==> src/rtl/reg_file_ctx.sv <==
// rtl/reg_file_ctx.sv - register file with accumulator, bypass reads and shadow context save/restore
//
// Purpose:
//   NUM_REGS x DATA_W general register file plus accumulator. Two combinational
//   read ports with write-to-read bypass. A single shadow bank holds a copy of
//   the whole context. Save/restore copies one register per cycle, then the
//   accumulator, while Busy blocks ordinary writes.
//
// Ports:
//   Reg_clk, Reg_rst       clock, asynchronous active-high reset
//   Wr_sel, RF_we, Data_in register write port
//   Rd_sel_a/b, Data_out_a/b  combinational read ports (out of range reads 0)
//   Acc_we, Acc_in, Acc_out   accumulator write port and registered value
//   Save_req, Restore_req     context operation requests, sampled when idle
//   Busy, Done                operation in progress / one-cycle completion pulse
//   Reg_flat                  debug tap, register i at [i*DATA_W +: DATA_W]

module reg_file_ctx #(
  parameter int DATA_W   = 8,
  parameter int NUM_REGS = 4,
  parameter int ADDR_W   = 2
) (
  input  logic                       Reg_clk,
  input  logic                       Reg_rst,
  input  logic [ADDR_W-1:0]          Wr_sel,
  input  logic                       RF_we,
  input  logic [DATA_W-1:0]          Data_in,
  input  logic [ADDR_W-1:0]          Rd_sel_a,
  input  logic [ADDR_W-1:0]          Rd_sel_b,
  output logic [DATA_W-1:0]          Data_out_a,
  output logic [DATA_W-1:0]          Data_out_b,
  input  logic                       Acc_we,
  input  logic [DATA_W-1:0]          Acc_in,
  output logic [DATA_W-1:0]          Acc_out,
  input  logic                       Save_req,
  input  logic                       Restore_req,
  output logic                       Busy,
  output logic                       Done,
  output logic [DATA_W*NUM_REGS-1:0] Reg_flat
);

  typedef enum logic [1:0] {
    ST_IDLE    = 2'd0,
    ST_SAVE    = 2'd1,
    ST_RESTORE = 2'd2
  } state_t;

  // Copy index runs 0..NUM_REGS; the extra step at NUM_REGS moves the accumulator.
  localparam logic [ADDR_W:0] IDX_LAST = (ADDR_W+1)'(NUM_REGS);

  state_t            state_q, state_d;
  logic [ADDR_W:0]   idx_q, idx_d;
  logic              done_q, done_d;
  logic [DATA_W-1:0] regs_q   [NUM_REGS];
  logic [DATA_W-1:0] regs_d   [NUM_REGS];
  logic [DATA_W-1:0] shadow_q [NUM_REGS];
  logic [DATA_W-1:0] shadow_d [NUM_REGS];
  logic [DATA_W-1:0] acc_q, acc_d;
  logic [DATA_W-1:0] sacc_q, sacc_d;

  logic              wr_ok;
  logic              copy_reg;
  logic [ADDR_W-1:0] copy_sel;

  assign Busy     = (state_q != ST_IDLE);
  assign Done     = done_q;
  assign Acc_out  = acc_q;

  // A register write lands only when idle and the index names a real register.
  assign wr_ok    = RF_we && !Busy && ({1'b0, Wr_sel} < IDX_LAST);
  assign copy_reg = (idx_q < IDX_LAST);
  assign copy_sel = idx_q[ADDR_W-1:0];

  for (genvar g = 0; g < NUM_REGS; g++) begin : g_flat
    assign Reg_flat[g*DATA_W +: DATA_W] = regs_q[g];
  end

  // Bypass only applies to a write that will actually be accepted this edge.
  always_comb begin
    Data_out_a = '0;
    if ({1'b0, Rd_sel_a} < IDX_LAST) begin
      Data_out_a = (wr_ok && (Rd_sel_a == Wr_sel)) ? Data_in : regs_q[Rd_sel_a];
    end
  end

  always_comb begin
    Data_out_b = '0;
    if ({1'b0, Rd_sel_b} < IDX_LAST) begin
      Data_out_b = (wr_ok && (Rd_sel_b == Wr_sel)) ? Data_in : regs_q[Rd_sel_b];
    end
  end

  always_comb begin
    state_d  = state_q;
    idx_d    = idx_q;
    done_d   = 1'b0;
    regs_d   = regs_q;
    shadow_d = shadow_q;
    acc_d    = acc_q;
    sacc_d   = sacc_q;
    case (state_q)
      ST_IDLE: begin
        // Writes in the request cycle land first, so a save captures them.
        if (wr_ok) begin
          regs_d[Wr_sel] = Data_in;
        end
        if (Acc_we) begin
          acc_d = Acc_in;
        end
        idx_d = '0;
        if (Save_req) begin
          state_d = ST_SAVE;
        end else if (Restore_req) begin
          state_d = ST_RESTORE;
        end
      end
      ST_SAVE, ST_RESTORE: begin
        if (copy_reg) begin
          if (state_q == ST_SAVE) begin
            shadow_d[copy_sel] = regs_q[copy_sel];
          end else begin
            regs_d[copy_sel] = shadow_q[copy_sel];
          end
          idx_d = idx_q + 1'b1;
        end else begin
          if (state_q == ST_SAVE) begin
            sacc_d = acc_q;
          end else begin
            acc_d = sacc_q;
          end
          idx_d   = '0;
          state_d = ST_IDLE;
          done_d  = 1'b1;
        end
      end
      default: begin
        state_d = ST_IDLE;
        idx_d   = '0;
      end
    endcase
  end

  always_ff @(posedge Reg_clk or posedge Reg_rst) begin
    if (Reg_rst) begin
      state_q <= ST_IDLE;
      idx_q   <= '0;
      done_q  <= 1'b0;
      acc_q   <= '0;
      sacc_q  <= '0;
      for (int i = 0; i < NUM_REGS; i++) begin
        regs_q[i]   <= '0;
        shadow_q[i] <= '0;
      end
    end else begin
      state_q  <= state_d;
      idx_q    <= idx_d;
      done_q   <= done_d;
      acc_q    <= acc_d;
      sacc_q   <= sacc_d;
      regs_q   <= regs_d;
      shadow_q <= shadow_d;
    end
  end

endmodule

==> config.mk <==
export PLATFORM = sky130hd
export DESIGN_NAME = reg_file_ctx
export DESIGN_NICKNAME = d
export VERILOG_FILES = /design/src/rtl/reg_file_ctx.sv
export SDC_FILE = /design/constraint.sdc
export NUM_CORES = 1
export LEC_CHECK = 0
export CAP_MARGIN = 5
export CORE_UTILIZATION = 35
export DETAILED_ROUTE_END_ITERATION = 8
export GPL_TIMING_DRIVEN = 0
export HOLD_SLACK_MARGIN = 0.08
export PLACE_DENSITY = 0.55
export SYNTH_ARGS = -nofsm -noshare
export SYNTH_HDL_FRONTEND = slang
export SYNTH_SLANG_ARGS = --single-unit
==> constraint.sdc <==
create_clock -name Reg_clk -period 5 [get_ports Reg_clk]
set_input_delay 1 -clock Reg_clk [delete_from_list [all_inputs] [get_ports Reg_clk]]
set_output_delay 1 -clock Reg_clk [all_outputs]
set_load 0.02 [all_outputs]
==> results.py, run 1 <==
metrics = {
    "synth": {
        "syn_inst": 359,
        "synth_common_cells": "dfrtp_1 (86), mux2_2 (56), a22oi_1 (36), o2bb2ai_1 (28), mux4_2 (25)",
        "async_flop_share": 1.000,
        "synth_most_common_cell": "dfrtp_1",
        "seq_area_frac_synth": 0.4454,
        "ys_ff_latch": 86,
        "synth_top_area_frac": 0.4454,
        "synth_area_leader_cell": "dfrtp_1",
        "postSynthAreaPerCell_um2": 13.46,
        "synth.distinct_cells": 41,
        "syn_nets": 394,
        "yosys_most_used_dff": "dfrtp_1",
        "netlist_area_um2": 4832,
        "yosys_warnings": 0,
        "synthTopCellsByArea": "dfrtp_1 (45%), mux2_2 (13%), mux4_2 (12%), a22oi_1 (5.6%), o2bb2ai_1 (5.1%)",
        "synth_edf_count": 0,
    },
    "grt": {
        "grt_max_degree": 57,
        "overflow": 0,
        "antenna_found_initial": 0,
        "grt.total_usage": 0.2024,
        "grt_pass1_vias": 3736,
        "grt_pass1_wl_mm": 21.66,
    },
    "cts": {
        "clockRootBuffer": "clkbuf_16",
        "numCtsBuffers": 9,
        "clockBufferDepth": 2,
        "clkLatencyLatePin_ns": 0.34,
        "cts_tree": "yes",
        "cts_setup_buffers": 0,
        "cts_hold_buf": 0,
        "cts-resized-gates": 0,
        "numClockSinks": 86,
        "clk_pin_slew_ns": 0.06,
        "htreeDepth": 3,
    },
    "placement": {
        "dp_cells": 615,
        "routabilityCongestion": 0.8039,
        "hpwl_mm": 9.353,
        "port_buffers": 79,
    },
    "min_path": {
        "min_path_type": "flop to flop",
        "min_path_cells": 2,
    },
    "pwr": {
        "pwr-share-comb": 0.541,
        "clockPowerShare": 0.166,
        "seq_power_share": 0.293,
        "peakVddDrop_mv": 0.1857,
        "internal-power_mw": 2.386,
        "power_leakage_nw": 2.554,
        "power.density_nw_per_um2": 662.6,
        "power_switching_mw": 1.703,
        "switching_share": 0.4165,
    },
    "detailed_routing": {
        "drt-pass1-iter-count": 4,
        "dr_wl_met3_um": 699,
        "wl_met2_mm": 6.386,
        "drt_first_iter_violations": 169,
        "top_layer_used": "met4",
        "met1_length_mm": 6.232,
        "routed_wl_mm": 13.54,
        "drc": 0,
        "vias": 3607,
        "antenna_left": 0,
        "wl_per_cell_um": 21.45,
        "post_drt_via_cell_ratio": 5.716,
    },
    "sta": {
        "skew_ns": 0.006726,
        "max_freq_mhz": 235.6,
        "period_share": 0.8490,
        "worstMarginPinSlew_ns": 0.8639,
        "setup_tns_ns": 0,
        "rsz0062_at_grt": "false",
        "report.final.slew_viol_count": 0,
        "setup_violations": 0,
        "fin_crit_ns": 4.245,
        "report.final.hold_viol_count": 0,
        "max-slew-margin-rel": 0.4196,
    },
    "setup_path": {
        "cp.required_ns": 4.00,
        "arrival_ns": 3.25,
        "cp_max_fo": 8,
        "crit_path_start_kind": "primary input",
        "rr_worst_depth": 8,
        "cp-end-kind": "output port",
        "path_class": "primary input to output port",
    },
    "floorplanning": {
        "die_h_um": 119.5,
        "rows": 42,
        "start_util": 0.3620,
        "core_area_um2": 13350,
        "die_area_um2": 14280,
        "die_w_um": 119.5,
        "boundaryPins": 86,
    },
    "outcome": {
        "status": "completed",
    },
    "cells_and_area": {
        "diodes": 0,
        "fillerInstances": 1245,
        "stdcell_count": 631,
        "final_nets": 485,
        "area_growth_pct": 27.71,
        "drive_above_1_share": 0.2747,
    },
    "run": {
        "cap_violations": 0,
    },
}
-- cell type report --
class,instances,area [um^2],area share
timing repair buffer,80,818.3,0.1326
multi-input combinational,238,2512,0.4071
buffer,24,126.4,0.02048
clock buffer,9,225.2,0.03650
tap,176,220.2,0.03569
inverter,11,43.79,0.007097
clock inverter,7,72.57,0.01176
sequential,86,2152,0.3487
-- layer usage --
metal,vias to the layer above,global-route usage
met5,-,0
met4,0,0.06094
met3,19,0.04420
met2,101,0.3121
met1,1883,0.2851
li1,1604,-
-- logic make-up after synthesis --
logic type	after synthesis	share of synthesized area
fa+ha+maj	7	0.01812
buf+inv	35	0.03470
mux	89	0.2872
xor+xnor	4	0.007249
simple gates	46	0.05516
flops	86	0.4454
compound gates	92	0.1523
-- stage by stage --
step           worst slack [ns]  area (um^2)    util  power (mW)  hold WS [ns]
3_3_place_gp             0.3943         5843  0.4378       3.377        0.4663
3_5_place_dp             0.7344         5873  0.4400       3.410        0.4811
6_report                 0.7549         6171  0.4623       4.089        0.4968
4_1_cts                  0.7195         6171  0.4623       4.103        0.4953
2_1_floorplan             1.778         4832       -       2.554        0.4507
5_1_grt                  0.6219         6171  0.4623       4.339        0.5142
-- sequential cells by signal, summed over array words and instances (netlist names) --
signal	flops
sacc_q	8
Acc_out	8
idx_q	3
Reg_flat	32
state_q	2
Done	1
shadow_q	32
-- layout by cell type (no fill, tap or decap), types with 2 or more instances in the layout --
cell	n
o21bai_1	3
clkdlybuf4s50_1	79
mux4_1	7
o2bb2ai_1	28
nand2_1	17
nor2_1	4
clkinvlp_4	2
xor2_1	4
a21oi_1	2
buf_1	2
nor2b_1	3
o21ai_0	3
clkbuf_1	7
buf_4	2
nor3_1	2
mux2_2	56
a22oi_1	36
dfrtp_1	86
buf_2	11
and2_1	6
nand2b_1	3
ha_1	7
clkinv_2	2
mux4_2	25
o21ai_2	4
buf_6	2
inv_1	10
nor3_2	4
a32oi_1	9
clkbuf_16	9
-- critical path, cell delays in order --
cell and delay [ns]:
clkdlybuf4s50_1 0.48, nand2_1 0.12, nor3_2 0.67, mux2_2 0.41, clkdlybuf4s50_1 0.55
-- power groups by stage --
stage / clock (mW) / combinational, mW / sequential [mW]
finish: 0.680 / 2.21 / 1.20
global route: 0.720 / 2.38 / 1.24
CTS: 0.687 / 2.22 / 1.19
detailed placement: 0 / 2.21 / 1.20
global placement: 0 / 2.18 / 1.20
floorplan: 0 / 1.25 / 1.30
-- path summary, 6_finish.rpt --
path                            from       endpoint  slack [ns]
min in group asynchronous    Reg_rst   shadow_q[27]        1.01
hold reg to reg            sacc_q[7]      sacc_q[7]        0.50
hold / removal             sacc_q[7]      sacc_q[7]        0.50
setup / recovery               RF_we  Data_out_b[7]        0.75
setup reg to reg            idx_q[1]    Reg_flat[3]        2.21
max in group asynchronous    Reg_rst   Reg_flat[17]        3.38
Power figures use the tool's default switching activity.
==> run 2, diff against run 1 <==
==> constraint.sdc (replaced) <==
create_clock -name Reg_clk -period 4.4 [get_ports Reg_clk]
set_input_delay 0.88 -clock Reg_clk [delete_from_list [all_inputs] [get_ports Reg_clk]]
set_output_delay 0.88 -clock Reg_clk [all_outputs]
set_load 0.02 [all_outputs]
==> results of run 2 <==
Same layout as run 1 (identical final DEF). Status: completed.
Main changes from that run: setup slack after placement 0.7344 ns -> 0.3744 ns; setup slack after layout 0.7549 ns -> 0.3949 ns; register-to-register setup slack 2.21 ns -> 1.61 ns; total power 4.089 mW -> 4.646 mW; worst IR drop on VDD 0.1857 mV -> 0.2110 mV
==> run 3, diff against run 2 <==
--- a/config.mk
+++ b/config.mk
@@ -6,6 +6,7 @@
 export NUM_CORES = 1
 export LEC_CHECK = 0
 export CAP_MARGIN = 5
+export CORE_MARGIN = 2
 export CORE_UTILIZATION = 35
 export DETAILED_ROUTE_END_ITERATION = 8
 export GPL_TIMING_DRIVEN = 0
==> constraint.sdc (replaced) <==
create_clock -name Reg_clk -period 4.9 [get_ports Reg_clk]
set_input_delay 0.98 -clock Reg_clk [delete_from_list [all_inputs] [get_ports Reg_clk]]
set_output_delay 0.98 -clock Reg_clk [all_outputs]
set_load 0.02 [all_outputs]
==> results.py, run 3 (synthesis results as in run 1) <==
metrics = {
    "outcome": {
        "status": "completed",
    },
    "cts": {
        "cts_hold_buf": 0,
        "cts_setup_buffers": 0,
        "clockRootBuffer": "clkbuf_16",
        "cts_tree": "yes",
        "numClockSinks": 86,
        "clockBufferDepth": 2,
        "clkLatencyLatePin_ns": 0.34,
        "numCtsBuffers": 9,
        "clk_pin_slew_ns": 0.06,
        "htreeDepth": 3,
        "cts-resized-gates": 0,
    },
    "detailed_routing": {
        "post_drt_via_cell_ratio": 5.735,
        "drc": 0,
        "vias": 3619,
        "antenna_left": 0,
        "wl_per_cell_um": 21.81,
        "drt_first_iter_violations": 241,
        "routed_wl_mm": 13.76,
        "drt-pass1-iter-count": 4,
    },
    "pwr": {
        "power.density_nw_per_um2": 680.0,
        "peakVddDrop_mv": 0.1965,
        "power.total_mw": 4.204,
        "power_leakage_nw": 2.557,
    },
    "cells_and_area": {
        "diodes": 0,
        "final_common_cell": "dfrtp_1",
        "final_nets": 485,
        "area_growth_pct": 27.96,
        "drive_above_1_share": 0.2725,
        "final_cell_mix": "dfrtp_1 (86), clkdlybuf4s50_1 (79), mux2_2 (56), a22oi_1 (36), o2bb2ai_1 (28)",
        "fin_util": 0.4633,
    },
    "setup_path": {
        "cp_max_fo": 8,
        "crit_buf_inv": 2,
        "critPathMostFrequentCell": "clkdlybuf4s50_1",
        "path_class": "primary input to output port",
        "crit_family": "buffers and inverters",
        "path_cells": "clkdlybuf4s50_1, nand2_1, nor3_2, mux2_2, clkdlybuf4s50_1",
        "crit_path_start_kind": "primary input",
        "cp_slowest_cell": "nor3_2",
        "cp.required_ns": 3.92,
        "cp-end-kind": "output port",
        "cp_slowest_stage_delay_ns": 0.73,
        "arrival_ns": 3.30,
    },
    "floorplanning": {
        "die_h_um": 121.5,
        "rows": 42,
        "die_w_um": 121.5,
        "die_area_um2": 14760,
        "boundaryPins": 86,
        "start_util": 0.3620,
        "core_area_um2": 13350,
    },
    "min_path": {
        "min_path_type": "flop to flop",
    },
    "sta": {
        "hold_ws_ns": 0.4984,
        "skew_ns": 0.008816,
        "worstMarginPinSlew_ns": 0.8753,
        "period_share": 0.8732,
        "max-slew-margin-rel": 0.4133,
        "fin_crit_ns": 4.279,
        "setup_violations": 0,
        "report.final.slew_viol_count": 0,
        "max_freq_mhz": 233.7,
        "setup_ws_ns": 0.6212,
        "rsz0062_at_grt": "false",
        "setup_tns_ns": 0,
        "report.final.hold_viol_count": 0,
    },
    "grt": {
        "grt.total_usage": 0.1921,
        "overflow": 0,
        "grt_max_degree": 56,
        "antenna_found_initial": 0,
        "grt_pass1_wl_mm": 21.46,
        "grt_pass1_vias": 3693,
    },
    "placement": {
        "routabilityCongestion": 0.8270,
        "hpwl_mm": 9.585,
        "pre_cts_slack_ns": 0.6638,
        "port_buffers": 79,
    },
    "run": {
        "cap_violations": 0,
    },
}
[run 3: per-stage QoR]
step | instances | cell area, um^2
final | 631 | 6183
after detailed placement | 615 | 5873
after CTS | 631 | 6183
after global placement | 614 | 5843
after floorplan | 359 | 4832
after global routing | 631 | 6183
[run 3: final cells by class]
| cell class | count | area [um^2] |
|---|---|---|
| fillers | 1242 | 7164 |
| multi-input cells | 238 | 2512 |
| flip-flops and latches | 86 | 2152 |
| repair buffers | 80 | 818.3 |
| clock buffers | 12 | 256.5 |
| well taps | 176 | 220.2 |
| plain buffers | 24 | 126.4 |
| clock inverters | 4 | 53.80 |
| inverters | 11 | 43.79 |
[run 3: worst paths after layout]
path / cells past startpoint / startpoint / slack (ns) / end
min in group asynchronous: 2 / Reg_rst / 1.00 / Acc_out[1]
hold / removal: 1 / shadow_q[16] / 0.50 / shadow_q[16]
hold reg to reg: 1 / shadow_q[16] / 0.50 / shadow_q[16]
setup reg to reg: 8 / idx_q[1] / 2.14 / Reg_flat[3]
max in group asynchronous: 3 / Reg_rst / 3.28 / Reg_flat[2]
setup / recovery: 5 / RF_we / 0.62 / Data_out_b[7]
[run 3: metal layers]
metal | share of wire | track usage | up-vias | routed length, um
li1 | - | - | 1603 | -
met3 | 0.056 | 0.03148 | 22 | 769
met5 | 0 | 0 | - | 0
met2 | 0.47 | 0.2904 | 115 | 6415
met4 | 0.020 | 0.07184 | 0 | 279
met1 | 0.46 | 0.2786 | 1879 | 6295
[run 3: power by group]
group	switching (mW)	internal, mW	leakage, nW
Clock	0.287	0.425	0.145
Sequential	0.248	0.974	1.12
Combinational	1.21	1.07	1.30
